`src/rtl/button_conditioner_pkg.sv`:
```
// Shared definitions for the stopwatch button front end: the debounce FSM
// encoding and the default timing constants for a 1 MHz system clock.
package button_conditioner_pkg;

   // Per-channel debounce state
   typedef enum logic [1:0] {
      StLow      = 2'b00,
      StRiseWait = 2'b01,
      StHigh     = 2'b10,
      StFallWait = 2'b11
   } btn_state_e;

   // 10 ms debounce window, 1 s hold time at 1 MHz
   localparam int unsigned DefDebounceCycles = 10000;
   localparam int unsigned DefHoldCycles     = 1000000;

endpackage

```
`src/rtl/debounce_channel.sv`:
```
// One button channel: 2-flop synchronizer, LOW/RISE_WAIT/HIGH/FALL_WAIT
// debounce FSM, debounce counter and hold counter. All pulses are registered.
module debounce_channel
   import button_conditioner_pkg::*;
#(
   parameter int unsigned DEBOUNCE_CYCLES = DefDebounceCycles,
   parameter int unsigned HOLD_CYCLES     = DefHoldCycles
) (
   input  logic clk,
   input  logic rst_n,
   input  logic btn_raw,
   output logic level,
   output logic press_pulse,
   output logic release_pulse,
   output logic hold_pulse
);

   localparam int unsigned DebW  = $clog2(DEBOUNCE_CYCLES);
   localparam int unsigned HoldW = $clog2(HOLD_CYCLES);

   localparam logic [DebW-1:0]  DebLast  = DebW'(DEBOUNCE_CYCLES - 1);
   localparam logic [DebW-1:0]  DebOne   = DebW'(1);
   localparam logic [HoldW-1:0] HoldLast = HoldW'(HOLD_CYCLES - 1);
   localparam logic [HoldW-1:0] HoldOne  = HoldW'(1);

   logic              meta_q;
   logic              s_q;
   btn_state_e        state_q, state_d;
   logic [DebW-1:0]   deb_cnt_q, deb_cnt_d;
   logic [HoldW-1:0]  hold_cnt_q, hold_cnt_d;
   logic              press_d, release_d, hold_d;
   logic              press_q, release_q, hold_q;
   logic              deb_done;
   logic              in_high;

   assign deb_done = (deb_cnt_q == DebLast);
   assign in_high  = (state_q == StHigh) || (state_q == StFallWait);

   // Synchronize the raw asynchronous level; only s_q is used downstream
   always_ff @(posedge clk) begin
      if (!rst_n) begin
         meta_q <= 1'b0;
         s_q    <= 1'b0;
      end else begin
         meta_q <= btn_raw;
         s_q    <= meta_q;
      end
   end

   // State, counter and pulse registers
   always_ff @(posedge clk) begin
      if (!rst_n) begin
         state_q    <= StLow;
         deb_cnt_q  <= '0;
         hold_cnt_q <= '0;
         press_q    <= 1'b0;
         release_q  <= 1'b0;
         hold_q     <= 1'b0;
      end else begin
         state_q    <= state_d;
         deb_cnt_q  <= deb_cnt_d;
         hold_cnt_q <= hold_cnt_d;
         press_q    <= press_d;
         release_q  <= release_d;
         hold_q     <= hold_d;
      end
   end

   // Next-state logic of the debounce FSM
   always_comb begin
      state_d = state_q;
      unique case (state_q)
         StLow: begin
            if (s_q) state_d = StRiseWait;
         end
         StRiseWait: begin
            if (!s_q)         state_d = StLow;
            else if (deb_done) state_d = StHigh;
         end
         StHigh: begin
            if (!s_q) state_d = StFallWait;
         end
         StFallWait: begin
            if (s_q)           state_d = StHigh;
            else if (deb_done) state_d = StLow;
         end
         default: state_d = StLow;
      endcase
   end

   // Debounce and hold counter updates; both stop short of wrapping
   always_comb begin
      deb_cnt_d  = deb_cnt_q;
      hold_cnt_d = hold_cnt_q;
      unique case (state_q)
         StLow: begin
            if (s_q) deb_cnt_d = '0;
         end
         StRiseWait: begin
            if (s_q && !deb_done) deb_cnt_d = deb_cnt_q + DebOne;
            else                  deb_cnt_d = '0;
         end
         StHigh: begin
            if (!s_q) deb_cnt_d = '0;
         end
         StFallWait: begin
            if (!s_q && !deb_done) deb_cnt_d = deb_cnt_q + DebOne;
            else                   deb_cnt_d = '0;
         end
         default: deb_cnt_d = '0;
      endcase
      // A bounce back from FALL_WAIT keeps the hold count running
      if (state_q == StRiseWait && state_d == StHigh) begin
         hold_cnt_d = '0;
      end else if (in_high && hold_cnt_q != HoldLast) begin
         hold_cnt_d = hold_cnt_q + HoldOne;
      end
   end

   // Pulse next values and the debounced level
   always_comb begin
      press_d   = (state_q == StRiseWait) && (state_d == StHigh);
      release_d = (state_q == StFallWait) && (state_d == StLow);
      hold_d    = in_high && (hold_cnt_q != HoldLast) && (hold_cnt_d == HoldLast);
      level     = in_high;
   end

   assign press_pulse   = press_q;
   assign release_pulse = release_q;
   assign hold_pulse    = hold_q;

endmodule

```
`src/rtl/button_conditioner.sv`:
```
// Three independent debounced stopwatch buttons:
// [0] start_stop, [1] lap_time, [2] counter reset.
module button_conditioner
   import button_conditioner_pkg::*;
#(
   parameter int unsigned DEBOUNCE_CYCLES = DefDebounceCycles,
   parameter int unsigned HOLD_CYCLES     = DefHoldCycles
) (
   input  logic       clk,
   input  logic       rst_n,
   input  logic [2:0] btn_in,
   output logic [2:0] level,
   output logic [2:0] press_pulse,
   output logic [2:0] release_pulse,
   output logic [2:0] hold_pulse
);

   // Counters need at least one bit and the hold must outlast the debounce
   if (DEBOUNCE_CYCLES < 2 || HOLD_CYCLES <= DEBOUNCE_CYCLES) begin : gen_param_check
      $error("button_conditioner: need DEBOUNCE_CYCLES>=2 and HOLD_CYCLES>DEBOUNCE_CYCLES");
   end

   for (genvar i = 0; i < 3; i++) begin : gen_chan
      debounce_channel #(
         .DEBOUNCE_CYCLES (DEBOUNCE_CYCLES),
         .HOLD_CYCLES     (HOLD_CYCLES)
      ) u_chan (
         .clk           (clk),
         .rst_n         (rst_n),
         .btn_raw       (btn_in[i]),
         .level         (level[i]),
         .press_pulse   (press_pulse[i]),
         .release_pulse (release_pulse[i]),
         .hold_pulse    (hold_pulse[i])
      );
   end

endmodule
```
`config.mk`:
```
export PLATFORM = sky130hd
export DESIGN_NAME = button_conditioner
export DESIGN_NICKNAME = d
export VERILOG_FILES = /design/src/rtl/button_conditioner_pkg.sv /design/src/rtl/debounce_channel.sv /design/src/rtl/button_conditioner.sv
export SDC_FILE = /design/constraint.sdc
export NUM_CORES = 1
export LEC_CHECK = 0
export ABC_AREA = 1
export BUFFER_PORTS_ARGS = -buffer_cell sky130_fd_sc_hd__buf_2
export CAP_MARGIN = 20
export CORE_ASPECT_RATIO = 1.25
export CORE_MARGIN = 2
export CORE_UTILIZATION = 40
export DETAILED_ROUTE_END_ITERATION = 10
export SLEW_MARGIN = 10
export SYNTH_ARGS = -nofsm -noshare
export SYNTH_HDL_FRONTEND = slang
export SYNTH_SLANG_ARGS = --single-unit
```
`constraint.sdc`:
```
create_clock -name clk -period 3.9 [get_ports clk]
set_input_delay 0.78 -clock clk [delete_from_list [all_inputs] [get_ports clk]]
set_output_delay 0.78 -clock clk [all_outputs]
set_load 0.1 [all_outputs]
```
Yosys cells after proc, flatten, opt, wreduce, memory -nomap -nowiden
Cells that the tools add are included.
Storage, ports and cells
  register bits after elaboration: 123
  bits in latches: 0
  bits in writable memories: 0
  memory bits (read-only): 0
  output and inout port bits: 12
  word-level logic and storage cells: 135
  memories: 0
Operators by class
  $add $sub $neg: 6
  $mul: 0
  divide/modulo/power cells: 0
  magnitude comparators: 0
  equal/unequal tests: 27
  shifts and indexed selects: 0
  muxes and demuxes: 42
  bitwise operators: 0
  reduce and logical (&&, ||, !) cells: 36
Operators by type and width (count)
  $mux W14: 12
  $pmux W14 S4: 3
  $mux W20: 6
  $add A20 B1 Y20 const B: 3
  $eq A20 B20 Y1 const B: 3
  $ne A20 B20 Y1 const B: 3
  $add A14 B1 Y14 const B: 3
  $eq A14 B14 Y1 const B: 3
  $mux W2: 18
  $pmux W2 S4: 3
  $eq A2 B2 Y1 const B: 9
  $logic_and A1 B1 Y1: 18
  $logic_not A2 Y1: 6
  $eq A2 B1 Y1 const B: 3
  $logic_not A1 Y1: 6
  $ne A2 B1 Y1 const B: 3
  $ne A2 B2 Y1 const B: 3
  $reduce_and A2 Y1: 3
  $logic_or A1 B1 Y1: 3

Longest topological paths before layout
Gate-level depths: netlist of run 1.
  depth in word-level cells: 9
  mapped depth: 16
  depth with buffers taken out: 16

Cells and area by module
A second synthesis of run 1 with hierarchy kept.
Unflattened totals
  cell total of the unflattened synthesis: 1138
  area total of the unflattened synthesis: 7208.2 um2
Modules (own cells, without submodules)
  debounce_channel at gen_chan[1].u_chan ...: times used 2, cells an instance 380, area an instance 2398.6 um2, seq. area each 820.8 um2
  debounce_channel at gen_chan[0].u_chan: times used 1, cells an instance 378, area an instance 2411.1 um2, seq. area each 820.8 um2

Worst setup path before layout of run 1
No wires, ideal clock.
  kind: reg-to-output
  start point: reg gen_chan[0].u_chan.state_q[1]
  end point: out level[0]
  arrival time: 1.028 ns
  path slack: 2.092 ns
  cell stages (with the launch flop): 4
  buffers on the path: 3
  cell sequence: dfxtp_1 > clkbuf_1 > clkbuf_1 > buf_4
Between the ends
  longest elaborated chain between the ends: 2
  elaborated cells between the ends (all ways): 3
RTL lines
  start: declaration: line debounce_channel.sv:28  | btn_state_e state_q, state_d;
  start signal: assignment: line debounce_channel.sv:53  | state_q <= StLow;
  start signal: assignment: line debounce_channel.sv:60  | state_q <= state_d;
  $eq A2 B2 Y1: line debounce_channel.sv:37  | assign in_high = (state_q == StHigh) || (state_q == StFallWait);
  $logic_or A1 B1 Y1 (*): line debounce_channel.sv:37
  end: declaration: line button_conditioner.sv:12  | output logic [2:0] level,
Mark *: on every way between the ends. The rest lies on a longest branch, timed or not.

Final worst setup path of run 1
  start point: reg gen_chan[1].u_chan.state_q[1]
  end point: out level[1]
Between the ends
  longest elaborated chain between the ends: 2
  elaborated cells between the ends (all ways): 3
RTL lines (line)
  start: declaration: debounce_channel.sv:28
  start signal: assignment: debounce_channel.sv:53
  start signal: assignment: debounce_channel.sv:60
  $eq A2 B2 Y1: debounce_channel.sv:37
  $logic_or A1 B1 Y1 (*): debounce_channel.sv:37
Marked as above.

==> flow_metrics.tcl, run 1 <==
set metrics [dict create \
    outcome "finished, final reports clean" \
    core_area_sq_um 18200 \
    synth_top_area_share_pct 32.9 \
    fin_ws_ps 1380 \
    overflow 0 \
    tns_ps 0 \
    synth.avg_cell_area_sq_um 6.27 \
    clock-sinks 123 \
    dp_hpwl_mm 13.2 \
    synth_cell_types 49 \
    cts_tree "yes" \
    critPathKind "flip-flop to primary output" \
    slowest_delay_ps 770 \
    yosys_warnings 0 \
    p_leak_nw 3.24 \
    ys_seq_area_share_pct 32.9 \
    clock.fmax_mhz 396 \
    ctsLongestPathBuffers 2 \
    skew_ps 8.34 \
    critPathMaxFanout 19 \
    synthArstFlopShare_pct 0 \
    track_usage_pct 18.7 \
    setup_viol 0 \
    viasPerCell 5.03 \
    htreeDepth 4 \
    route.detailed.drc 0 \
    syn_nets 1206 \
    rsz0062_at_grt "no" \
    min_path_type "flip-flop to flip-flop" \
    synth_cells 1195 \
    finalPower_mw 2.83 \
    areaGrowthSynthToFinish_pct 9.65 \
    yosys-top-cells-area "dfxtp_1, nand2_1, nor2_1" \
    fp-row-count 55 \
    routedWlPerCell_um 12.5 \
    clk_pin_slew_ps 60 \
    placedCellCount 1402 \
    ys_top_cells_by_count "nand2_1, nor2_1, inv_1" \
    clock_latency_ps 420 \
    grt_pass1_wl_mm 30.7 \
    pre_cts_ws_ps 1410 \
    cts_resized 0 \
    cpMaxStageDelayCell "dfxtp_1" \
    yosysMostFrequentCell "nand2_1" \
    initial_core_util_pct 41.1 \
    synth_edf_count 0 \
    stdcell_count 1435 \
    ant_nets 0 \
    yosysTopAreaCell "dfxtp_1" \
    p_per_area_nw_per_um2 345 \
    grt_max_degree 58 \
    die_area_sq_um 19800 \
    hold_viol_final 0 \
    drt_iter0_drc 382 \
    post-route-period-util_pct 64.7 \
    place_congestion 0.890 \
    synth_flop_cell "dfxtp_1" \
    cp_top_family "flip-flops" \
    cts_buffers 17 \
    drv_slew 0 \
    cp-end-kind "primary output" \
    worst_slew_pin_slew_ps 694 \
    period_needed_ps 2520 \
    crit_path_cell_trace "buf_2" \
    path_buf_inv 1 \
    fin_nets 1205 \
    postCtsSetupRepairBufs 0 \
    synth_seq_cells 123 \
    slew_headroom_pct 53.7 \
    drive_above_1_share_pct 8.04 \
    drv_cap 0 \
    grt_pass1_vias 6628 \
    cp.arrival_ps 1740 \
    start_kind "flip-flop" \
    wl_mm 17.9 \
    die_height_um 157 \
    dieWidth_um 126 \
    ir_worst_vdd_mv 0.320 \
    first_pass_iters 7 \
    via_count 7216 \
    port_buffers 16 \
    antenna_found_initial 0 \
    num_antenna_cells 0 \
    clockRootBuffer "clkbuf_16" \
    cts_hold_buf 0 \
    syn_area_sq_um 7490 \
    cp.required_ps 3120 \
    num_io_pins 17 \
]
==> worst min-delay path, cell delays in order (launching register included) <==
cell	delay, ps
dfxtp_1	300
nand2_1	50
inv_1	40
==> report_power, final <==
part	leakage (nW)	internal, mW	switching (mW)
Combinational	1.98	0.0111	0.0393
Clock	0.265	0.914	0.607
Sequential	0.992	1.26	0.00315
Total	3.24	2.19	0.649
==> final timing paths <==
check                                                       from  slack (ps)  cells after the start                       endpoint
worst min-delay path                   gen_chan[1].u_chan.meta_q         410                      2         gen_chan[1].u_chan.s_q
worst max-delay path               gen_chan[1].u_chan.state_q[1]        1380                      1                       level[1]
worst min register to register         gen_chan[1].u_chan.meta_q         410                      2         gen_chan[1].u_chan.s_q
worst max register to register  gen_chan[1].u_chan.hold_cnt_q[0]        1400                     11  gen_chan[1].u_chan.hold_pulse
==> cells in the final DEF, fill, tap and decap left out, types with 8 or more instances in the layout <==
| master | synthesis | layout |
|---|---|---|
| dfxtp_1 | 123 | 123 |
| o21ai_0 | 22 | 22 |
| xor2_1 | 21 | 21 |
| nand2_2 | 11 | 11 |
| clkbuf_16 | 0 | 17 |
| nand2_1 | 335 | 335 |
| nor2_1 | 216 | 216 |
| a21oi_1 | 28 | 28 |
| nor2_2 | 8 | 8 |
| nor3_1 | 33 | 33 |
| nand4_1 | 26 | 26 |
| nor3b_1 | 11 | 11 |
| inv_1 | 136 | 135 |
| nand3_1 | 106 | 106 |
| buf_2 | 4 | 16 |
| a211oi_1 | 8 | 8 |
==> stage by stage <==
| step | hold slack (ps) | utilization (%) | instance area (sq um) |
|---|---|---|---|
| floorplan | 390 | - | 7490 |
| global placement | 392 | 41.7 | 7610 |
| detailed placement | 401 | 41.7 | 7610 |
| CTS | 415 | 44.9 | 8190 |
| global route | 436 | 45.0 | 8210 |
| finish | 412 | 45.0 | 8210 |
==> logic make-up (layout without fill, tap and decap cells) <==
| kind of cell | count (synthesis) | in the layout | share of synthesized area [%] |
|---|---|---|---|
| buffers and inverters | 180 | 192 | 10.5 |
| flip-flops | 123 | 123 | 32.9 |
| AO/OA/AOI/OAI | 82 | 82 | 6.53 |
| XOR/XNOR | 26 | 26 | 3.04 |
| adder cells (fa/ha/maj) | 6 | 6 | 1.00 |
| AND/OR/NAND/NOR | 778 | 778 | 46.1 |
==> cell type report <==
class	count	area (sq um)
Clock buffer	20	457
Clock inverter	12	116
Fill cell	1896	10000
Inverter	143	541
Multi-Input combinational cell	892	4250
Sequential cell	123	2460
Tap cell	228	285
Timing Repair Buffer	17	108
==> layer usage <==
metal  vias to the layer above  GRT usage, %  wire [um]
met5                         -             0          0
met4                         0          6.96        374
met3                        26          3.54        501
met2                       108          34.0       9030
met1                      3289          21.7       8010
li1                       3793             -          -
==> state kept, by name, summed over array words and instances, names as in the netlist <==
name and flops:
gen_chan.u_chan.deb_cnt_q 42, gen_chan.u_chan.hold_cnt_q 60, gen_chan.u_chan.hold_pulse 3, gen_chan.u_chan.meta_q 3, gen_chan.u_chan.press_pulse 3, gen_chan.u_chan.release_pulse 3, gen_chan.u_chan.s_q 3, gen_chan.u_chan.state_q 6
No activity file was read; power rests on OpenSTA's default activity.
==> run 2, diff against run 1 <==
--- a/config.mk
+++ b/config.mk
@@ -5,7 +5,7 @@
 export SDC_FILE = /design/constraint.sdc
 export NUM_CORES = 1
 export LEC_CHECK = 0
-export ABC_AREA = 1
+export ABC_AREA = 0
 export BUFFER_PORTS_ARGS = -buffer_cell sky130_fd_sc_hd__buf_2
 export CAP_MARGIN = 20
 export CORE_ASPECT_RATIO = 1.25
==> constraint.sdc (replaced) <==
create_clock -name clk -period 2.6 [get_ports clk]
set_input_delay 0.52 -clock clk [delete_from_list [all_inputs] [get_ports clk]]
set_output_delay 0.52 -clock clk [all_outputs]
set_load 0.1 [all_outputs]
==> run 2 against run 1 <==
  * Flip-flop and latch count is the same
  * Critical path depth grew 5
  * Synthesized cell count shrank 38%
  * Non-clock buffer count grew 19
  * Core utilization grew 1.9 points
  * Wire length shrank 28%
  * Count of clock-buffer cells in the layout grew 3
  * Clock skew shrank 1.0 ps
  * Via count shrank 28%
  * Largest cell class unchanged
==> flow_metrics.tcl, run 2 <==
set metrics [dict create \
    hold_viol_final 0 \
    clock.fmax_mhz 432 \
    synth_edf_count 0 \
    num_antenna_cells 0 \
    via_count 5190 \
    synth_cells 741 \
    largestRegisters "gen_chan.u_chan.hold_cnt_q x60, gen_chan.u_chan.deb_cnt_q x42, gen_chan.u_chan.state_q x6" \
    critPathKind "flip-flop to flip-flop" \
    dp_hpwl_mm 9.22 \
    rsz0062_at_grt "no" \
    first_pass_iters 5 \
    die_height_um 143 \
    setup_viol 0 \
    synth_flop_cell "dfxtp_1" \
    final_util_pct 47.0 \
    cp-end-kind "flip-flop" \
    drv_cap 0 \
    yosys-top-cells-area "dfxtp_1, nor2_1, xor2_1" \
    drt_iter0_drc 328 \
    largest_reg_flops 60 \
    p_leak_nw 2.54 \
    core_area_sq_um 15100 \
    fp-row-count 50 \
    clock_latency_ps 410 \
    clockRootBuffer "clkbuf_16" \
    reg2reg_from "gen_chan[2].u_chan.hold_cnt_q[9]" \
    start_kind "flip-flop" \
    finalPower_mw 4.23 \
    reg2reg_slack_ps 290 \
    tns_ps 0 \
    min_path_type "input pin to flip-flop" \
    skew_ps 7.30 \
    port_buffers 16 \
    synth_cell_types 65 \
    die_area_sq_um 16500 \
    r2r-end "gen_chan[2].u_chan.hold_pulse" \
    place_congestion 0.850 \
    viasPerCell 5.30 \
    num_io_pins 17 \
    synth.avg_cell_area_sq_um 8.38 \
    p_per_area_nw_per_um2 597 \
    initial_core_util_pct 41.2 \
    yosys_warnings 0 \
    grt_pass1_wl_mm 22.3 \
    outcome "finished, final reports clean" \
    ys_top_cells_by_count "dfxtp_1, nor2_1, nand2_1" \
    ctsLongestPathBuffers 2 \
    cts_hold_buf 0 \
    endpoint "gen_chan[2].u_chan.hold_pulse" \
    route.detailed.drc 0 \
    yosysMostFrequentCell "dfxtp_1" \
    grt_max_degree 21 \
    rr_worst_depth 6 \
    nFillCells 1429 \
    synthArstFlopShare_pct 0 \
    drive_above_1_share_pct 11.4 \
    slew_headroom_pct 64.2 \
    synth_top_area_share_pct 39.7 \
    fin_nets 770 \
    postCtsSetupRepairBufs 0 \
    antenna_found_initial 0 \
    ir_worst_vdd_mv 0.407 \
    synth_seq_cells 123 \
    routedWlPerCell_um 13.2 \
    final_common_cell "dfxtp_1" \
    dieWidth_um 115 \
    cts_buffers 17 \
    cp.required_ps 2920 \
    post-route-period-util_pct 89.0 \
    layout_common_cells "dfxtp_1, nor2_1, nand2_1, nand3_1, xor2_1" \
    grt_pass1_vias 4906 \
    clk_pin_slew_ps 50 \
    syn_area_sq_um 6210 \
    ys_seq_area_share_pct 39.7 \
    clock-sinks 123 \
    period_needed_ps 2310 \
    regMostFlops "gen_chan.u_chan.hold_cnt_q" \
    track_usage_pct 16.7 \
    critPathMaxFanout 8 \
    areaGrowthSynthToFinish_pct 14.1 \
    cts_tree "yes" \
    ant_nets 0 \
    yosysTopAreaCell "dfxtp_1" \
    syn_nets 752 \
    drv_slew 0 \
    critPathLaunch "gen_chan[2].u_chan.hold_cnt_q[9]" \
    worst_slew_pin_slew_ps 533 \
    htreeDepth 4 \
    wl_mm 12.9 \
    cp.arrival_ps 2640 \
    overflow 0 \
]
==> run 2: cell count changes after synthesis, moves of 23 or more <==
cell	delta
nor2_1	-99
nand3_1	-56
nand2_1	-280
xor2_1	+28
and3_1	+23
inv_1	-123
xnor2_1	+28
==> run 2: cell families after synthesis <==
logic type | count (synthesis) | share of synthesized area (%)
AND/OR/NAND/NOR | 382 | 33.3
flip-flops | 123 | 39.7
AO/OA/AOI/OAI | 93 | 9.52
XOR/XNOR | 82 | 11.6
buffers and inverters | 50 | 3.85
adder cells (fa/ha/maj) | 6 | 1.21
multiplexers | 5 | 0.847
==> run 2: worst min-delay path by stage <==
stage                                           end  slack [ps]                       from  cells past startpoint
after floorplan              gen_chan[0].u_chan.s_q         410  gen_chan[0].u_chan.meta_q                      1
final                     gen_chan[1].u_chan.meta_q         310                  btn_in[1]                      2
after global routing      gen_chan[1].u_chan.meta_q         330                  btn_in[1]                      2
after detailed placement     gen_chan[2].u_chan.s_q         430  gen_chan[2].u_chan.meta_q                      1
after global placement       gen_chan[1].u_chan.s_q         420  gen_chan[1].u_chan.meta_q                      1
after CTS                 gen_chan[1].u_chan.meta_q         290                  btn_in[1]                      2
==> run 2: critical path, stage by stage (launching register included) <==
cell	delay [ps]
dfxtp_1	460
nand3_1	200
nor4_4	390
nand4_2	170
mux2_1	340
or4_1	520
nor4_2	150
==> run 2: through the flow <==
stage / setup slack (ps) / instance area, sq um / hold slack, ps / cells
floorplan: 437 / 6210 / 412 / 741
global placement: 282 / 6510 / 421 / 948
detailed placement: 190 / 6510 / 427 / 948
CTS: 193 / 7080 / 294 / 979
global route: 102 / 7080 / 329 / 979
finish: 285 / 7080 / 311 / 979
==> run 2: cell type report <==
| type | instances | area (sq um) | share of cell area (%) |
|---|---|---|---|
| multi-input combinational | 568 | 3510 | 49.6 |
| clock inverter | 8 | 92.6 | 1.31 |
| clock buffer | 23 | 478 | 6.75 |
| tap | 208 | 260 | 3.67 |
| timing repair buffer | 36 | 230 | 3.25 |
| inverter | 13 | 48.8 | 0.689 |
| sequential | 123 | 2460 | 34.8 |
==> run 2: layer usage <==
metal | track usage [%] | wire length [um] | vias up
met2 | 27.4 | 6250 | 94
met3 | 4.58 | 441 | 27
li1 | - | - | 2658
met4 | 7.86 | 320 | 0
met5 | 0 | 0 | -
met1 | 20.0 | 5890 | 2411
==> run 2: power by group <==
group / internal [mW] / total (mW) / leakage [nW] / switching, mW
sequential: 1.89 / 1.90 / 0.992 / 0.00591
combinational: 0.0221 / 0.0708 / 1.27 / 0.0487
clock: 1.47 / 2.26 / 0.283 / 0.790
==> run 2: timing repair <==
| item | in CTS | in global routing |
|---|---|---|
| setup endpoints to repair | 0 | 1 |
| resized for setup | 0 | 1 |
| hold endpoints to repair | 0 | 0 |
==> run 3, diff against run 2 <==
--- a/config.mk
+++ b/config.mk
@@ -10,8 +10,10 @@
 export CAP_MARGIN = 20
 export CORE_ASPECT_RATIO = 1.25
 export CORE_MARGIN = 2
-export CORE_UTILIZATION = 40
+export CORE_UTILIZATION = 65
+export CTS_BUF_LIST = sky130_fd_sc_hd__clkbuf_8
 export DETAILED_ROUTE_END_ITERATION = 10
+export PLACE_DENSITY = 0.83
 export SLEW_MARGIN = 10
 export SYNTH_ARGS = -nofsm -noshare
 export SYNTH_HDL_FRONTEND = slang
==> run 3 against run 2 <==
  * Count of clock-buffer cells in the layout down 2
  * Via count rose by 4.1%
  * Critical endpoint is now gen_chan[0].u_chan.hold_pulse
  * Design area fell by 3.5%
  * Critical path type unchanged
  * Core utilization increased by 27 points
  * Global-route usage rose by 9.9 points
  * Setup slack lost 110 ps
  * Die area shrank 37%
  * Hold slack worse by 23 ps
  * Sequential power is essentially flat
==> flow_metrics.tcl, run 3 (same netlist as run 2, synthesis figures left out) <==
set metrics [dict create \
    outcome "finished, final reports clean" \
    final_common_cell "dfxtp_1" \
    p_leak_nw 2.49 \
    drt_iter0_drc 303 \
    slew_headroom_pct 60.1 \
    period_needed_ps 2420 \
    setup_viol 0 \
    met1_usage_pct 30.4 \
    cts_hold_buf 0 \
    first_pass_iters 6 \
    via_count 5401 \
    areaGrowthSynthToFinish_pct 10.1 \
    critPathKind "flip-flop to flip-flop" \
    cts_tree "yes" \
    viasPerCell 6.03 \
    num_antenna_cells 0 \
    track_usage_pct 26.5 \
    overflow 0 \
    finalPower_mw 3.70 \
    crit_path_cell_trace "ha_1, nand3_1, or4_1, nor3_1, xnor2_1, nor4_1, o2111a_1" \
    ant_nets 0 \
    min_path_type "input pin to flip-flop" \
    placedCellCount 864 \
    path_buf_inv 0 \
    wl_mm 13.3 \
    port_buffers 16 \
    tns_ps 0 \
    die_area_sq_um 10400 \
    hold_viol_final 0 \
    num_io_pins 17 \
    drv_slew 0 \
    start_kind "flip-flop" \
    reg2reg_slack_ps 180 \
    dieWidth_um 91.4 \
    clock-sinks 123 \
    antenna_found_initial 0 \
    drive_above_1_share_pct 11.6 \
    cp_top_family "simple AND/OR/NAND/NOR gates" \
    grt_pass1_wl_mm 22.6 \
    worst_slew_pin_slew_ps 593 \
    nFillCells 656 \
    hold_ws_ps 288 \
    stdcell_count 896 \
    use_met3_pct 6.66 \
    route.detailed.drc 0 \
    p_per_area_nw_per_um2 541 \
    htreeDepth 4 \
    cp-end-kind "flip-flop" \
    layout_common_cells "dfxtp_1, nor2_1, nand2_1, nand3_1, xor2_1" \
    grt_pass1_vias 5105 \
    fp-row-count 39 \
    largestRegisters "gen_chan.u_chan.hold_cnt_q x60, gen_chan.u_chan.deb_cnt_q x42, gen_chan.u_chan.state_q x6" \
    initial_core_util_pct 67.3 \
    post-route-period-util_pct 93.2 \
    core_area_sq_um 9220 \
    clock.fmax_mhz 413 \
    regMostFlops "gen_chan.u_chan.hold_cnt_q" \
    skew_ps 8.14 \
    die_height_um 113 \
    cts_buffers 17 \
    clockRootBuffer "clkbuf_8" \
    gr-max-usage-layer "met2" \
    cpMaxStageDelayCell "or4_1" \
    clk_pin_slew_ps 70 \
    cp.arrival_ps 2800 \
    design_area_sq_um 6830 \
    largest_reg_flops 60 \
    place_area_sq_um 6410 \
    fin_nets 772 \
    critPathMaxFanout 5 \
    place_congestion 0.952 \
    grt_max_degree 21 \
    ctsLongestPathBuffers 2 \
    cp.required_ps 2980 \
    ir_worst_vdd_mv 0.412 \
    grtUsageMet2_pct 46.6 \
    clock_latency_ps 430 \
    drv_cap 0 \
    dp_hpwl_mm 9.16 \
    routedWlPerCell_um 14.9 \
    slowest_delay_ps 550 \
]
## run 3: changes by cell type in the layout (fill, tap and decap cells not counted), moves of 2 or more
cell / previous run / this run
clkbuf_1: 3 / 0
clkinv_2: 5 / 3
clkbuf_16: 17 / 0
clkbuf_8: 3 / 21
inv_1: 13 / 16
## run 3: power breakdown
group          total (mW)  internal (mW)  switching, mW
Clock                1.73           1.03          0.699
Sequential           1.90           1.89        0.00627
Combinational      0.0731         0.0248         0.0483
## run 3: path summary, 6_finish.rpt
path | startpoint | endpoint | depth (start not counted)
worst min register to register | gen_chan[2].u_chan.meta_q | gen_chan[2].u_chan.s_q | 1
worst max-delay path | gen_chan[0].u_chan.hold_cnt_q[0] | gen_chan[0].u_chan.hold_pulse | 7
worst min-delay path | btn_in[0] | gen_chan[0].u_chan.meta_q | 2
worst max register to register | gen_chan[0].u_chan.hold_cnt_q[0] | gen_chan[0].u_chan.hold_pulse | 7
## run 3: worst register-to-register path: cells and delay by family (launching register included)
family	cells	cell delay (ps)
adder cells (fa/ha/maj)	1	260
flip-flops	1	420
AO/OA/AOI/OAI	1	230
XOR/XNOR	1	130
AND/OR/NAND/NOR	4	1330
## run 3: what timing repair did
action | 4_1_cts | 5_1_grt
setup buffers | 0 | 0
resized for setup | 0 | 1
setup endpoints to repair | 0 | 1
## run 3: per-layer routing
metal	share of wire, %	vias up
li1	-	2662
met1	42	2546
met2	50	142
met3	3.8	51
met4	3.3	0
met5	0	-
## run 3: area by class of cell
cell class	count	area (sq um)	area share (%)
clock inverters	10	124	1.81
flip-flops and latches	123	2460	36.0
repair buffers	38	243	3.55
clock buffers	21	289	4.23
multi-input cells	568	3510	51.4
inverters	13	48.8	0.714
well taps	123	154	2.25
## run 3: through the flow
stage / util (%) / worst slack, ps
global route: 74.1 / -6.99
floorplan: - / 437
CTS: 74.0 / 218
finish: 74.1 / 178
detailed placement: 69.5 / 230
global placement: 69.5 / 353
